**src/rtl/spi_flash_responder_pkg.sv**
```systemverilog
// Shared definitions for the SPI serial-flash responder.
//   - Supported opcodes: READ (0x03) and READ STATUS (0x05).
//   - Transaction state encoding used by the responder FSM.
package spi_flash_responder_pkg;

    localparam logic [7:0] OP_READ = 8'h03;
    localparam logic [7:0] OP_RDSR = 8'h05;

    typedef enum logic [2:0] {
        StIdle,
        StCmd,
        StAddr,
        StData,
        StStatus,
        StIgnore
    } state_e;

endpackage

```
**src/rtl/spi_flash_responder_in_sync.sv**
```systemverilog
// Input synchronizer with rise/fall detection for one SPI control line.
// Ports:
//   clk   system clock
//   rst   asynchronous active-low reset
//   din   asynchronous input (sck or cs_n)
//   dout  synchronized level
//   rise  one-cycle pulse on a synchronized 0->1 transition
//   fall  one-cycle pulse on a synchronized 1->0 transition
module spi_in_sync #(
    parameter int unsigned SYNC_STAGES = 2
) (
    input  logic clk,
    input  logic rst,
    input  logic din,
    output logic dout,
    output logic rise,
    output logic fall
);

    logic [SYNC_STAGES-1:0] sync_q;
    logic                   prev_q;

    always_ff @(posedge clk or negedge rst) begin
        if (!rst) begin
            sync_q <= '0;
            prev_q <= 1'b0;
        end else begin
            sync_q <= {sync_q[SYNC_STAGES-2:0], din};
            prev_q <= sync_q[SYNC_STAGES-1];
        end
    end

    assign dout = sync_q[SYNC_STAGES-1];
    assign rise = dout & ~prev_q;
    assign fall = ~dout & prev_q;

endmodule

```
**src/rtl/spi_flash_responder.sv**
```systemverilog
// SPI serial-flash responder (mode 0). Decodes READ (0x03) and READ STATUS
// (0x05), streams memory bytes or a status byte on miso. All SPI inputs are
// sampled with the system clock.
// Ports:
//   clk, rst         system clock, asynchronous active-low reset
//   cs_n, sck, mosi  SPI inputs from the initiator
//   miso             SPI data out, MSB first
//   mem_addr, mem_rd byte read request (one-cycle strobe)
//   mem_rdata        read data, qualified by mem_valid
//   mem_valid        one-cycle read-data valid
//   busy             transaction selected
//   cmd_err          one-cycle pulse on an unsupported opcode
//   underrun         sticky; a data byte was missing at its shift-out boundary
// ADDR_W must not exceed 24 (the address phase is always 24 bits).
module spi_flash_responder
    import spi_flash_responder_pkg::*;
#(
    parameter int unsigned ADDR_W      = 24,
    parameter logic [7:0]  STATUS_VAL  = 8'h00,
    parameter int unsigned SYNC_STAGES = 2
) (
    input  logic              clk,
    input  logic              rst,
    input  logic              cs_n,
    input  logic              sck,
    input  logic              mosi,
    output logic              miso,
    output logic [ADDR_W-1:0] mem_addr,
    output logic              mem_rd,
    input  logic [7:0]        mem_rdata,
    input  logic              mem_valid,
    output logic              busy,
    output logic              cmd_err,
    output logic              underrun
);

    logic sck_s, sck_rise, sck_fall;
    logic cs_s, cs_rise, cs_fall;

    spi_in_sync #(.SYNC_STAGES(SYNC_STAGES)) u_sck_sync (
        .clk  (clk),
        .rst  (rst),
        .din  (sck),
        .dout (sck_s),
        .rise (sck_rise),
        .fall (sck_fall)
    );

    spi_in_sync #(.SYNC_STAGES(SYNC_STAGES)) u_cs_sync (
        .clk  (clk),
        .rst  (rst),
        .din  (cs_n),
        .dout (cs_s),
        .rise (cs_rise),
        .fall (cs_fall)
    );

    // CS high is handled by level, and only sck edges matter.
    logic unused_sync;
    assign unused_sync = sck_s ^ cs_rise;

    logic [SYNC_STAGES-1:0] mosi_sync_q;
    logic                   mosi_s;

    always_ff @(posedge clk or negedge rst) begin
        if (!rst) begin
            mosi_sync_q <= '0;
        end else begin
            mosi_sync_q <= {mosi_sync_q[SYNC_STAGES-2:0], mosi};
        end
    end

    assign mosi_s = mosi_sync_q[SYNC_STAGES-1];

    state_e            state_q, state_d;
    logic [4:0]        bit_cnt_q, bit_cnt_d;
    logic [23:0]       shift_q, shift_d;
    logic [23:0]       shift_in;
    logic [ADDR_W-1:0] addr_q, addr_d;
    logic [7:0]        tx_q, tx_d;
    logic [7:0]        buf_q, buf_d;
    logic              buf_full_q, buf_full_d;
    logic              mem_rd_q, mem_rd_d;
    logic              cmd_err_q, cmd_err_d;
    logic              underrun_q, underrun_d;
    // pend counts reads issued but not yet answered; skip counts answers that
    // belong to abandoned slots (underrun or aborted transaction) and are dropped.
    logic [2:0]        pend_q, pend_d;
    logic [2:0]        skip_q, skip_d;
    logic              slot_valid;

    assign shift_in   = {shift_q[22:0], mosi_s};
    assign slot_valid = mem_valid && (skip_q == 3'd0);

    always_comb begin
        state_d    = state_q;
        bit_cnt_d  = bit_cnt_q;
        shift_d    = shift_q;
        addr_d     = addr_q;
        tx_d       = tx_q;
        buf_d      = buf_q;
        buf_full_d = buf_full_q;
        mem_rd_d   = 1'b0;
        cmd_err_d  = 1'b0;
        underrun_d = underrun_q;
        pend_d     = pend_q + 3'(mem_rd_q) - 3'(mem_valid);
        skip_d     = skip_q;

        if (mem_valid && (skip_q != 3'd0)) begin
            skip_d = skip_q - 3'd1;
        end

        if (cs_s) begin
            state_d    = StIdle;
            bit_cnt_d  = 5'd0;
            tx_d       = 8'h00;
            buf_full_d = 1'b0;
            skip_d     = pend_d;
        end else begin
            unique case (state_q)
                StIdle: begin
                    if (cs_fall) begin
                        state_d   = StCmd;
                        bit_cnt_d = 5'd0;
                        shift_d   = 24'd0;
                    end
                end

                StCmd: begin
                    if (sck_rise) begin
                        shift_d = shift_in;
                        if (bit_cnt_q == 5'd7) begin
                            bit_cnt_d = 5'd0;
                            if (shift_in[7:0] == OP_READ) begin
                                state_d = StAddr;
                            end else if (shift_in[7:0] == OP_RDSR) begin
                                state_d = StStatus;
                            end else begin
                                state_d   = StIgnore;
                                cmd_err_d = 1'b1;
                            end
                        end else begin
                            bit_cnt_d = bit_cnt_q + 5'd1;
                        end
                    end
                end

                StAddr: begin
                    if (sck_rise) begin
                        shift_d = shift_in;
                        if (bit_cnt_q == 5'd23) begin
                            addr_d     = shift_in[ADDR_W-1:0];
                            mem_rd_d   = 1'b1;
                            state_d    = StData;
                            bit_cnt_d  = 5'd0;
                            buf_full_d = 1'b0;
                            tx_d       = 8'h00;
                        end else begin
                            bit_cnt_d = bit_cnt_q + 5'd1;
                        end
                    end
                end

                StData, StStatus: begin
                    if (sck_fall) begin
                        // Count 0 marks the byte boundary (including the first
                        // fall after entry).
                        if (bit_cnt_q[2:0] == 3'd0) begin
                            if (state_q == StStatus) begin
                                tx_d = STATUS_VAL;
                            end else begin
                                buf_full_d = 1'b0;
                                addr_d     = addr_q + ADDR_W'(1);
                                mem_rd_d   = 1'b1;
                                if (buf_full_q) begin
                                    tx_d = buf_q;
                                end else begin
                                    tx_d       = 8'h00;
                                    underrun_d = 1'b1;
                                    // Data for this slot arriving now is simply
                                    // dropped; if still outstanding, drop it later.
                                    if (!slot_valid) begin
                                        skip_d = skip_d + 3'd1;
                                    end
                                end
                            end
                        end else begin
                            tx_d = {tx_q[6:0], 1'b0};
                        end
                        bit_cnt_d = {2'b00, bit_cnt_q[2:0] + 3'd1};
                    end else if ((state_q == StData) && slot_valid) begin
                        buf_d      = mem_rdata;
                        buf_full_d = 1'b1;
                    end
                end

                StIgnore: begin
                end

                default: begin
                    state_d = StIdle;
                end
            endcase
        end
    end

    always_ff @(posedge clk or negedge rst) begin
        if (!rst) begin
            state_q    <= StIdle;
            bit_cnt_q  <= 5'd0;
            shift_q    <= 24'd0;
            addr_q     <= '0;
            tx_q       <= 8'h00;
            buf_q      <= 8'h00;
            buf_full_q <= 1'b0;
            mem_rd_q   <= 1'b0;
            cmd_err_q  <= 1'b0;
            underrun_q <= 1'b0;
            pend_q     <= 3'd0;
            skip_q     <= 3'd0;
        end else begin
            state_q    <= state_d;
            bit_cnt_q  <= bit_cnt_d;
            shift_q    <= shift_d;
            addr_q     <= addr_d;
            tx_q       <= tx_d;
            buf_q      <= buf_d;
            buf_full_q <= buf_full_d;
            mem_rd_q   <= mem_rd_d;
            cmd_err_q  <= cmd_err_d;
            underrun_q <= underrun_d;
            pend_q     <= pend_d;
            skip_q     <= skip_d;
        end
    end

    assign miso     = ((state_q == StData) || (state_q == StStatus)) ? tx_q[7] : 1'b0;
    assign mem_addr = addr_q;
    assign mem_rd   = mem_rd_q;
    assign busy     = (state_q != StIdle);
    assign cmd_err  = cmd_err_q;
    assign underrun = underrun_q;

endmodule

```
**config.mk**
```make
export PLATFORM = sky130hd
export DESIGN_NAME = spi_flash_responder
export DESIGN_NICKNAME = d
export VERILOG_FILES = /design/src/rtl/spi_flash_responder_pkg.sv /design/src/rtl/spi_flash_responder_in_sync.sv /design/src/rtl/spi_flash_responder.sv
export SDC_FILE = /design/constraint.sdc
export NUM_CORES = 1
export LEC_CHECK = 0
export CAP_MARGIN = 10
export CORE_ASPECT_RATIO = 0.9
export CORE_UTILIZATION = 40
export DETAILED_ROUTE_END_ITERATION = 8
export GPL_ROUTABILITY_DRIVEN = 0
export PLACE_DENSITY_LB_ADDON = 0.15
export REMOVE_ABC_BUFFERS = 1
export SYNTH_ARGS = -nofsm -noshare
export SYNTH_HDL_FRONTEND = slang
export SYNTH_HIERARCHICAL = 1
export SYNTH_SLANG_ARGS = --single-unit
```
**constraint.sdc**
```tcl
create_clock -name clk -period 5.6 [get_ports clk]
set_input_delay 1.4 -clock clk [delete_from_list [all_inputs] [get_ports clk]]
set_output_delay 1.4 -clock clk [all_outputs]
set_load 0.1 [all_outputs]
```
==> results of run 1 <==
[area by class of cell]
| type | count | area share [%] |
|---|---|---|
| flip-flops and latches | 89 | 41.0 |
| clock inverters | 4 | 0.530 |
| multi-input cells | 354 | 41.1 |
| inverters | 14 | 0.968 |
| clock buffers | 12 | 4.54 |
| repair buffers | 46 | 8.25 |
| well taps | 156 | 3.60 |
[metrics by stage]
step / area, um2 / util (%)
final: 5430 / 47.7
after global routing: 5430 / 47.7
after CTS: 5430 / 47.7
after detailed placement: 5150 / 45.3
after global placement: 5150 / 45.3
after floorplan: 4500 / -
[metal layers]
layer | global-route usage (%) | vias to the layer above
li1 | - | 1802
met1 | 27.3 | 1779
met2 | 28.8 | 83
met3 | 5.13 | 12
met4 | 5.31 | 0
met5 | 0 | -
[worst min-delay path by stage]
| stage | startpoint | to | depth (start not counted) |
|---|---|---|---|
| after global placement | u_cs_sync/sync_q[0] | u_cs_sync/sync_q[1] | 0 |
| final | u_sck_sync/sync_q[0] | u_sck_sync/sync_q[1] | 0 |
| after CTS | u_cs_sync/sync_q[0] | u_cs_sync/sync_q[1] | 0 |
| after detailed placement | u_cs_sync/sync_q[0] | u_cs_sync/sync_q[1] | 0 |
| after floorplan | mosi_sync_q[0] | mosi_sync_q[1] | 0 |
| after global routing | u_sck_sync/sync_q[0] | u_sck_sync/sync_q[1] | 0 |
[registers in the layout (all words and copies together), names as in the netlist, 3 cells and up]
name       flops
state_q        3
skip_q         3
pend_q         3
buf_q          8
bit_cnt_q      5
mem_addr      24
tx_q           8
shift_q       23
[layout by cell type (no fill, tap or decap), types with 3 or more instances in the layout]
| master | instances |
|---|---|
| nand2b_1 | 3 |
| nor3_1 | 12 |
| and2_1 | 5 |
| nand3_1 | 15 |
| nor4_1 | 5 |
| a21oi_1 | 34 |
| or3_1 | 4 |
| mux2_2 | 17 |
| o22a_1 | 3 |
| a31oi_1 | 3 |
| inv_1 | 13 |
| clkdlybuf4s50_1 | 41 |
| a22oi_1 | 8 |
| nor2_1 | 27 |
| nand4_1 | 4 |
| xnor2_1 | 8 |
| o21ai_0 | 37 |
| and4_1 | 4 |
| buf_4 | 5 |
| clkbuf_16 | 9 |
| mux2i_1 | 8 |
| a2bb2oi_1 | 11 |
| a31o_2 | 4 |
| nand2_1 | 79 |
| dfrtp_1 | 89 |
| o22ai_1 | 11 |
| ha_1 | 8 |
| nand3b_1 | 3 |
[power breakdown]
| part | internal [W] | switching, W | leakage (nW) | total (W) |
|---|---|---|---|---|
| logic | 0.0000877 | 0.000106 | 0.887 | 0.000194 |
| clock network | 0.000313 | 0.000253 | 0.129 | 0.000566 |
| registers | 0.000671 | 0.0000228 | 1.21 | 0.000694 |
==> run metrics, run 1 <==
Worst R2R Start state_q[1]; Crit path depth 4; Post-CTS Hold Buffers 0; CP top delay family buffers and inverters; Ant. Diodes 0; CTS Buffer Depth 2; slew margin rel. 34.0%; Setup Crit Path Kind flop to output port; Fin Hold WS 0.351 ns; DRT Pass-1 Iters 4; Worst Max-Slew Pin Slew 0.989 ns; CP startpoint state_q[1]; vias per inst 5.45; multi-input logic area 0.00223 mm2; crit start category flop; setup violators final 0; Max Cap Viol 0; Final Max Tran Viols 0; power per cell area 268 mW/mm2; CORE AREA 0.0114 mm2; num ports 43; Layout Skew 0.00611 ns; highest routed layer met4; worst hold path type flop to flop; final worst slack 1.26 ns; largest net degree at the start of global routing 53; worst path cell trace nand2b_1 > o21ai_4 > and2_1 > clkdlybuf4s50_1; Die W 116 um; non-filler instance count after layout 675; final hold vios 0; clk slew on worst S/H paths 0.06 ns; Filler Cell Count 1121; Avg Inst Size Synth 9.59 um2; area grow syn2layout 16.5%; Setup crit end miso; Layout Nets 537; drt total wl 10.7 mm; Tmin final 4.34 ns; cell area after synthesis 0.00466 mm2; H-tree levels 3; gr ovfl total 0; postcts setup bufs 0; crit path buf inv count 1; Setup Total Neg Slack 0 ns; critical path data arrival time 2.94 ns; WL met3 500 um; Pwr Total 0.00145 W; clock latency on the worst-skew pair 0.34 ns; YS warnings 6; drt drc 0; register area 0.00223 mm2; period utilization 77.6%; CTS root buf clkbuf_16; initial DRC count 222; Die Y-Extent 104 um; leakage 2.23 nW; DRT met1 WL 5.26 mm; Reg2Reg Capture Point mem_addr[7]; DR WL met2 4.79 mm; Core Rows 37; Critical-path top delay cell clkdlybuf4s50_1; f_max 0.230 GHz; Reg2Reg Depth 7; initial antenna violation count 0; Place WS 1.64 ns; Max VDD drop 159 uV; post_cts resized 0; CTS tree done; status complete, no violations; WL/cell 15.8 um; routed vias 3676; die area 0.0121 mm2; required time of the critical path 4.20 ns; Slowest Stage Delay on Critical Path 1.13 ns; initial core utilization 40.9%; Antenna Nets Post-Route 0; IO Port Bufs 42; unrepaired setup endpoints after global routing false; r2r setup slk 2.71 ns; # placed instances 659; clk sink count 89; detailed placement HPWL 6.97 mm; Num CTS Buffers 9; layout cell share with drive strength beyond 1 11.4%; CP Max Fanout 19; first-pass GRT wire length 18.1 mm; crit path capture type output port; Syn Inst Count 486; gr usage total 19.3%; vias in the first global route 3554
No activity file was read; power rests on OpenSTA's default activity.
==> inputs of run 2 (changes only) <==
Clock period 5.6 ns to 4.2 ns, I/O delays scaled along.
==> run metrics, run 2 (synthesis results as in run 1) <==
status complete, no violations (unchanged); vias in the first global route 3544 (was 3554); most common cell after layout, fill and taps aside dfrtp_1 (unchanged); Worst Max-Slew Pin Slew 1.01 ns (was 0.989 ns); Max VDD drop 190 uV (was 159 uV); routed vias 3692 (was 3676); drt drc 0 (unchanged); Clk pwr share 40.9% (was 38.9%); crit path buf inv count 1 (unchanged); Crit path depth 4 (unchanged); Slowest Stage Delay on Critical Path 0.72 ns (was 1.13 ns); Reg2Reg Depth 7 (unchanged); Internal Dissipation 0.00150 W (was 0.00107 W); clock latency on the worst-skew pair 0.35 ns (was 0.34 ns); Die Y-Extent 104 um (unchanged); WL/cell 15.5 um (was 15.8 um); Worst R2R Start state_q[1] (unchanged); Antenna Nets Post-Route 0 (unchanged); clk sink count 89 (unchanged); num ports 43 (unchanged); final worst slack 1.01 ns (was 1.26 ns); first-pass GRT wire length 18.1 mm (about the same); Flop pwr share 46.3% (was 47.7%); final hold vios 0 (unchanged); largest net degree at the start of global routing 80 (was 53); GR Layer Usage met2 27.8% (was 28.8%); gr usage total 19.3% (about the same); met3 usage 4.49% (was 5.13%); grt peak-use layer met1 (was met2); Die W 116 um (unchanged); unrepaired setup endpoints after global routing false (unchanged); H-tree levels 3 (unchanged); max reg flops 24 (unchanged); period utilization 76.0%; power per cell area 366 mW/mm2 (was 268 mW/mm2); Place WS 0.943 ns (was 1.64 ns); Post-DP Area 0.00516 mm2 (was 0.00515 mm2); non-filler instance count after layout 675 (unchanged); postcts setup bufs 0 (unchanged); IO Port Bufs 42 (unchanged); crit path capture type output port (unchanged); Switching Share 24.8% (was 26.2%); CTS tree done (unchanged); CP Max Fanout 19 (unchanged); CP startpoint state_q[1] (unchanged); Critical-path top delay cell dfrtp_1 (was clkdlybuf4s50_1); area grow syn2layout 17.0% (was 16.5%); setup violators final 0 (unchanged); switching pwr 0.000496 W (was 0.000382 W); CORE AREA 0.0114 mm2 (unchanged); initial core utilization 40.9% (unchanged); post_cts resized 0 (unchanged); DRT Pass-1 Iters 4 (unchanged); detailed placement HPWL 6.79 mm (was 6.97 mm); clk slew on worst S/H paths 0.06 ns (about the same); layout cell share with drive strength beyond 1 11.9% (was 11.4%); crit start category flop (unchanged); Num CTS Buffers 9 (unchanged); gr ovfl total 0 (unchanged); f_max 0.313 GHz; Layout Skew 0.00723 ns (was 0.00611 ns); Layout Nets 538 (was 537); worst hold path type flop to flop (unchanged); required time of the critical path 3.15 ns (was 4.20 ns); Setup Crit Path Kind flop to output port (unchanged); CTS Buffer Depth 2 (unchanged); Final Instance Area 0.00545 mm2 (was 0.00543 mm2); Ant. Diodes 0 (unchanged); r2r setup slk 1.31 ns (was 2.71 ns); Logic pwr share 12.8% (was 13.3%); vias per inst 5.47 (was 5.45); critical path data arrival time 2.14 ns (was 2.94 ns); CP top delay family flip-flops (was buffers and inverters); worst path cell trace nand2b_1 > o21ai_4 > and2_1 > buf_4 (was nand2b_1 > o21ai_4 > and2_1 > clkdlybuf4s50_1); leakage 2.25 nW (was 2.23 nW); commonest cells after routing, fill and taps aside dfrtp_1 (89), nand2_1 (79), clkdlybuf4s50_1 (39), o21ai_0 (37), a21oi_1 (34) (was dfrtp_1 (89), nand2_1 (79), clkdlybuf4s50_1 (41), o21ai_0 (37), a21oi_1 (34)); Setup Total Neg Slack 0 ns (unchanged); die area 0.0121 mm2 (unchanged); initial DRC count 240 (was 222); slew margin rel. 32.7% (was 34.0%); Setup crit end miso (unchanged); Final Max Tran Viols 0 (unchanged); met1 Usage GRT 28.1% (was 27.3%); Max Cap Viol 0 (unchanged); Final Core Density 47.9% (was 47.7%); CTS root buf clkbuf_16 (unchanged); # placed instances 660 (was 659); Tmin final 3.19 ns; Core Rows 37 (unchanged); initial antenna violation count 0 (unchanged); Post-CTS Hold Buffers 0 (unchanged); drt total wl 10.5 mm (was 10.7 mm); Reg2Reg Capture Point mem_addr[7] (unchanged)
## run 2: final cells by class
| class | instances | area, um2 |
|---|---|---|
| Fill cell | 1128 | 5940 |
| Timing Repair Buffer | 47 | 450 |
| Tap cell | 156 | 195 |
| Multi-Input combinational cell | 354 | 2230 |
| Clock inverter | 3 | 40.0 |
| Clock buffer | 12 | 256 |
| Sequential cell | 89 | 2230 |
| Inverter | 14 | 52.6 |
## run 2: metal layers
layer | share of wire, % | wire [um]
met5 | 0 | 0
met4 | 1.6 | 164
met3 | 3.6 | 375
met2 | 44 | 4620
met1 | 51 | 5310
## run 2: metrics by stage
step | power, W | hold slack [ns]
5_1_grt | 0.00209 | 0.353
4_1_cts | 0.00203 | 0.348
2_1_floorplan | 0.00112 | 0.331
3_3_place_gp | 0.00119 | 0.332
3_5_place_dp | 0.00120 | 0.335
6_report | 0.00200 | 0.346
## run 2: worst min path at each step
stage | start | to | cells past startpoint
after floorplan | mosi_sync_q[0] | mosi_sync_q[1] | 0
after global placement | u_cs_sync/sync_q[0] | u_cs_sync/sync_q[1] | 0
after detailed placement | u_cs_sync/sync_q[0] | u_cs_sync/sync_q[1] | 0
after CTS | u_cs_sync/sync_q[0] | u_cs_sync/sync_q[1] | 0
after global routing | u_cs_sync/sync_q[0] | u_cs_sync/sync_q[1] | 0
final | u_sck_sync/sync_q[0] | u_sck_sync/sync_q[1] | 0
## run 2: power by group through the flow
stage / Combinational, W / Clock [W] / Sequential [W]
after detailed placement: 0.000260 / 0 / 0.000941
final: 0.000256 / 0.000816 / 0.000925
after global routing: 0.000291 / 0.000872 / 0.000929
after floorplan: 0.000185 / 0 / 0.000935
after global placement: 0.000249 / 0 / 0.000942
after CTS: 0.000263 / 0.000841 / 0.000925
